**config.mk**
```make
export PLATFORM = sky130hd
export DESIGN_NAME = iter_shifter
export DESIGN_NICKNAME = d
export VERILOG_FILES = /design/src/rtl/iter_shifter.sv
export SDC_FILE = /design/constraint.sdc
export NUM_CORES = 1
export LEC_CHECK = 0
export ABC_AREA = 1
export CORE_MARGIN = 2
export CORE_UTILIZATION = 42
export CTS_CLUSTER_SIZE = 12
export DETAILED_ROUTE_END_ITERATION = 6
export PLACE_DENSITY = 0.76
export SYNTH_ARGS = -nofsm -noshare
export SYNTH_HDL_FRONTEND = slang
export SYNTH_HIERARCHICAL = 1
export SYNTH_SLANG_ARGS = --single-unit
```
**constraint.sdc**
```tcl
create_clock -name clk -period 1.85 [get_ports clk]
set_clock_uncertainty 0.1 [all_clocks]
set_input_delay 0.37 -clock clk [delete_from_list [all_inputs] [get_ports clk]]
set_output_delay 0.37 -clock clk [all_outputs]
set_load 0.05 [all_outputs]
```
**src/rtl/iter_shifter.sv**
```systemverilog
// ---------------------------------------------------------------------------
// iter_shifter
//   Multi-cycle shift unit for the RV32 execute stage. Performs SLL, SRL, SRA
//   and ROL on an N-bit operand, moving at most STEP bits per clock so the
//   datapath is a small STEP-wide mux instead of a full barrel shifter.
//
//   Parameters
//     N     operand/result width (power of two, >= 4)
//     STEP  max bits shifted per cycle (power of two, 1 <= STEP <= N/2)
//
//   Ports
//     clk     system clock, rising edge
//     rst_n   asynchronous active-low reset
//     start   request, only looked at while idle
//     a       operand, captured on an accepted start
//     shamt   shift amount 0..N-1, captured on an accepted start
//     mode    00 SLL, 01 SRL, 10 SRA, 11 ROL, captured on an accepted start
//     busy    high while an operation is in flight (SHIFT or DONE)
//     done    one-cycle pulse, result valid in that cycle
//     result  working register; held until the next accepted start
//
//   Timing: start accepted at edge T -> max(1, ceil(shamt/STEP)) SHIFT cycles
//   -> one DONE cycle -> IDLE. A shamt of 0 still spends one SHIFT cycle.
// ---------------------------------------------------------------------------

// ---------------------------------------------------------------------------
// iter_shift_tap
//   Fixed-distance shift of din by AMT bits (1 <= AMT < N) for the selected
//   mode. One tap per possible step distance; the top picks one per cycle.
//
//   Ports
//     mode  operation (encoding as in iter_shifter)
//     din   current working value
//     dout  din shifted by AMT
// ---------------------------------------------------------------------------
module iter_shift_tap #(
   parameter int N   = 32,
   parameter int AMT = 1
) (
   input  logic [1:0]   mode,
   input  logic [N-1:0] din,
   output logic [N-1:0] dout
);

   always_comb begin
      case (mode)
         2'b00:   dout = {din[N-1-AMT:0], {AMT{1'b0}}};
         2'b01:   dout = {{AMT{1'b0}}, din[N-1:AMT]};
         // Current MSB is the original sign: every earlier step preserved it.
         2'b10:   dout = {{AMT{din[N-1]}}, din[N-1:AMT]};
         default: dout = {din[N-1-AMT:0], din[N-1:N-AMT]};
      endcase
   end

endmodule

module iter_shifter #(
   parameter int N    = 32,
   parameter int STEP = 1
) (
   input  logic                 clk,
   input  logic                 rst_n,
   input  logic                 start,
   input  logic [N-1:0]         a,
   input  logic [$clog2(N)-1:0] shamt,
   input  logic [1:0]           mode,
   output logic                 busy,
   output logic                 done,
   output logic [N-1:0]         result
);

   localparam int CW = $clog2(N);

   typedef enum logic [1:0] {
      S_IDLE  = 2'd0,
      S_SHIFT = 2'd1,
      S_DONE  = 2'd2
   } state_t;

   typedef enum logic [1:0] {
      M_SLL = 2'b00,
      M_SRL = 2'b01,
      M_SRA = 2'b10,
      M_ROL = 2'b11
   } mode_t;

   state_t            state, state_nxt;
   logic   [N-1:0]    sreg;
   logic   [N-1:0]    sreg_step;
   logic   [CW-1:0]   count;
   logic   [CW-1:0]   k;
   mode_t             mode_q;

   // One candidate per step distance; cand[0] is the unshifted value.
   logic [STEP:0][N-1:0] cand;

   assign cand[0] = sreg;

   for (genvar j = 1; j <= STEP; j++) begin : g_tap
      iter_shift_tap #(
         .N   (N),
         .AMT (j)
      ) u_tap (
         .mode (mode_q),
         .din  (sreg),
         .dout (cand[j])
      );
   end

   // k = min(count, STEP); the final partial step is therefore exact.
   // STEP <= N/2 always fits in CW bits.
   assign k = (count < CW'(STEP)) ? count : CW'(STEP);

   always_comb begin
      sreg_step = cand[0];
      for (int j = 1; j <= STEP; j++) begin
         if (k == CW'(j)) sreg_step = cand[j];
      end
   end

   // ---------------------------------------------------------------------
   // FSM: state register. busy/done are flops loaded from the next state so
   // they switch together with the state and have no input-to-output path.
   // ---------------------------------------------------------------------
   always_ff @(posedge clk or negedge rst_n) begin
      if (!rst_n) begin
         state <= S_IDLE;
         busy  <= 1'b0;
         done  <= 1'b0;
      end else begin
         state <= state_nxt;
         busy  <= (state_nxt != S_IDLE);
         done  <= (state_nxt == S_DONE);
      end
   end

   // FSM: next state
   always_comb begin
      state_nxt = state;
      case (state)
         S_IDLE:  if (start) state_nxt = S_SHIFT;
         // count==0 on entry (shamt=0) gives k=0 and exits after one cycle.
         S_SHIFT: if (count == k) state_nxt = S_DONE;
         S_DONE:  state_nxt = S_IDLE;
         default: state_nxt = S_IDLE;
      endcase
   end

   // ---------------------------------------------------------------------
   // Datapath: working register, remaining count, latched operation.
   // ---------------------------------------------------------------------
   always_ff @(posedge clk or negedge rst_n) begin
      if (!rst_n) begin
         sreg   <= '0;
         count  <= '0;
         mode_q <= M_SLL;
      end else begin
         case (state)
            S_IDLE: begin
               if (start) begin
                  sreg   <= a;
                  count  <= shamt;
                  mode_q <= mode_t'(mode);
               end
            end
            S_SHIFT: begin
               sreg  <= sreg_step;
               count <= count - k;
            end
            default: ;
         endcase
      end
   end

   assign result = sreg;

endmodule
```
==> impl_metrics.csv <==
group,metric,value,unit
drt,wl_per_cell,13.4,µm
global_route,grt_pass1_vias,2786,
setup_path,path_depth,9,
setup_path,crit_start,"mode_q[1]$_DFFE_PN0P_",
hold_path,hp-class,"in -> async",
global_route,grt_first_pass_wirelength,12900,µm
pwr,p_per_area,2030,mW/mm²
timing,layout_setup_ws,0.223,ns
floorplan,num_rows,30,
pwr,p_seq_share,24.1,%
timing,rsz0062_at_grt,"no",
pwr,sw_frac_of_total,55.4,%
drt,drc,0,
job,cap_violations,0,
run_status,status,"finished, final reports clean",
pwr,ir_worst_vdd,0.000794,V
pwr,power.share.combinational,67.2,%
timing,tightest_slew,0.386,ns
cts,clk_latency,0.30,ns
pwr,p_int,3.37,mW
floorplan,die_w,87.7,µm
yosys,ys_seq_elements,43,
layout,multiInputGateArea,0.00154,mm²
setup_path,crit_fanout,19,
setup_path,crit_family,"simple AND/OR/NAND/NOR gates",
placement,post-place-ws,0.0455,ns
layout,fin_nets,541,
setup_path,worstPathArrival,1.77,ns
floorplan,io_pins,76,
placement,detailed_place_hpwl,5460,µm
layout,design_area,0.00371,mm²
global_route,grt_max_degree,38,
layout,n_antenna_cell,0,
drt,drtPass1Iterations,5,
setup_path,r2r_start,"mode_q[1]$_DFFE_PN0P_",
global_route,antenna_found_initial,0,
placement,dpl-instance-area,0.00360,mm²
layout,layout-drive-gt1-share,14.0,%
cts,path_clk_slew,0.08,ns
timing,max_freq,0.615,GHz
placement,gp_congestion,0.807,
drt,vias,3122,
floorplan,coreArea,0.00679,mm²
cts,cts_root_buffer,"clkbuf_8",
floorplan,dieArea,0.00768,mm²
yosys,synthCells,433,
layout,fillers,672,
setup_path,crit_type,"reg -> reg",
setup_path,endpoint,"result[10]$_DFFE_PN0P_",
yosys,yosysWarnings,6,
setup_path,ff2ff_path_depth,9,
timing,slew_violations,0,
global_route,track_usage,21.0,%
pwr,p_clk_share,8.8,%
timing,hold_viol,0,
yosys,synth_cell_types,19,
drt,drtIter0Drc,219,
setup_path,crit_chain,"inv_2 > nand2_4 > buf_4 > nand3_1 > nand2_1 > nand2_1 > nand2_1 > nand3_1 > nand2_1",
cts,ctsHoldBuffers,1,
global_route,gr-total-overflow,0,
setup_path,critPathBufInv,2,
floorplan,start_util,43.3,%
drt,routed_wl,8000,µm
floorplan,die_height,87.7,µm
setup_path,critPathSlowestCell,"dfrtp_1",
timing,tns,0,ns
cts,htree_levels,2,
yosys,synth_area,0.00294,mm²
pwr,p_leak,2.01,nW
layout,seq_area,0.00108,mm²
pwr,switchingPower,4.18,mW
setup_path,critPathMaxStageDelay,0.48,ns
cts,cts_resized,0,
cts,cts_sinks,43,
cts,cts_buffers,5,
setup_path,cp.required,1.99,ns
timing,min_period_over_period,88.0,%
setup_path,start_kind,"register",
placement,io_buffers,75,
cts,clockBufferDepth,2,
yosys,seq_area_frac_synth,36.6,%
cts,post-cts-setup-buffers,0,
setup_path,end_kind,"register",
yosys,synth_fp_nets,476,
setup_path,crit_path_frequent_cell,"nand2_1",
drt,via_per_inst,5.25,
yosys,synth.avg_cell_area,6.79,µm²
cts,cts_tree,"built",
pwr,power,7.55,mW
setup_path,regToRegSetupSlack,0.22,ns
drt,ant_nets,0,
layout,area_delta_synth_final,26.4,%
timing,fin_crit,1.63,ns
timing,setup_viol,0,
setup_path,r2r-end,"result[10]$_DFFE_PN0P_",
layout,fin_util,54.7,%
timing,relSlewSlack,74.2,%
==> worst reg2reg max path, cell delays in order, from the launching register on <==
cell and delay (ns):
dfrtp_1 0.48, inv_2 0.07, nand2_4 0.17, buf_4 0.29, nand3_1 0.10, nand2_1 0.07, nand2_1 0.05, nand2_1 0.08
nand3_1 0.08, nand2_1 0.08
==> per-stage QoR <==
step                      cells  hold slack (ns)
after floorplan             433          -0.0256
after global placement      586            0.199
after detailed placement    586            0.215
after CTS                   595            0.444
after global routing        595            0.450
final                       595            0.428
==> layout by cell type, fill, tap and decap left out, types with 2 or more instances in the layout <==
cell type,instances
nand3_1,70
nand3_2,2
buf_4,46
inv_2,4
nand2_1,210
buf_12,3
nand4_1,36
inv_1,8
o21ai_0,6
dfrtp_1,43
nand2_4,4
nor2_1,12
clkdlybuf4s50_1,40
clkbuf_8,7
==> flip-flops by register name, summed over array words and instances, names as in the netlist <==
register / count
busy: 1
count: 5
done: 1
mode_q: 2
result: 32
state: 2
==> worst min-delay path by stage <==
stage | startpoint | to | slack, ns | depth (start not counted)
floorplan | rst_n | busy$_DFF_PN0_ | -0.03 | 0
global placement | rst_n | result[4]$_DFFE_PN0P_ | 0.20 | 1
detailed placement | rst_n | result[4]$_DFFE_PN0P_ | 0.22 | 1
CTS | rst_n | result[31]$_DFFE_PN0P_ | 0.44 | 2
global route | rst_n | result[31]$_DFFE_PN0P_ | 0.45 | 2
finish | rst_n | result[31]$_DFFE_PN0P_ | 0.43 | 2
==> layout make-up <==
class | instances | share of cell area (%)
inverters | 13 | 1.52
repair buffers | 91 | 22.1
flip-flops and latches | 43 | 29.0
multi-input cells | 344 | 41.4
clock buffers | 7 | 2.59
well taps | 96 | 3.23
clock inverters | 1 | 0.202
==> synthesized netlist by cell type <==
cell type | count | area, µm²
buf_4 | 11 | 82.6
inv_1 | 8 | 30.0
nand3_2 | 2 | 20.0
buf_6 | 10 | 113
buf_2 | 11 | 55.1
dfrtp_1 | 43 | 1080
nor2_1 | 12 | 45.0
o211ai_1 | 1 | 7.51
buf_12 | 1 | 20.0
o22ai_1 | 1 | 6.26
ha_1 | 1 | 12.5
inv_8 | 1 | 11.3
nand4_1 | 36 | 225
nand2_2 | 1 | 6.26
nand2_4 | 4 | 45.0
inv_2 | 4 | 15.0
nand2_1 | 210 | 788
nand3_1 | 70 | 350
o21ai_0 | 6 | 30.0
==> layer usage <==
| layer | global-route usage [%] | up-vias | share of wire [%] |
|---|---|---|---|
| met3 | 4.05 | 10 | 7.0 |
| li1 | - | 1548 | - |
| met1 | 28.3 | 1435 | 45 |
| met5 | 0 | - | 0 |
| met4 | 6.29 | 0 | 1.4 |
| met2 | 34.5 | 129 | 47 |
==> power groups by stage <==
stage	clock network (mW)	logic (mW)	registers (mW)
floorplan	0	3.10	2.72
global placement	0	4.96	1.81
detailed placement	0	5.06	1.82
CTS	0.672	5.08	1.81
global route	0.709	5.59	1.88
finish	0.662	5.07	1.82
==> cells by family (layout without fill, tap and decap cells) <==
logic type	after synthesis	count (layout)	share of synthesized area [%]
AOI/OAI and AO/OA	8	8	1.49
adders and majority gates	1	1	0.426
buffers and inverters	46	112	11.1
DFF	43	43	36.6
and+or+nand+nor	335	335	50.4
Power figures use the tool's default switching activity.
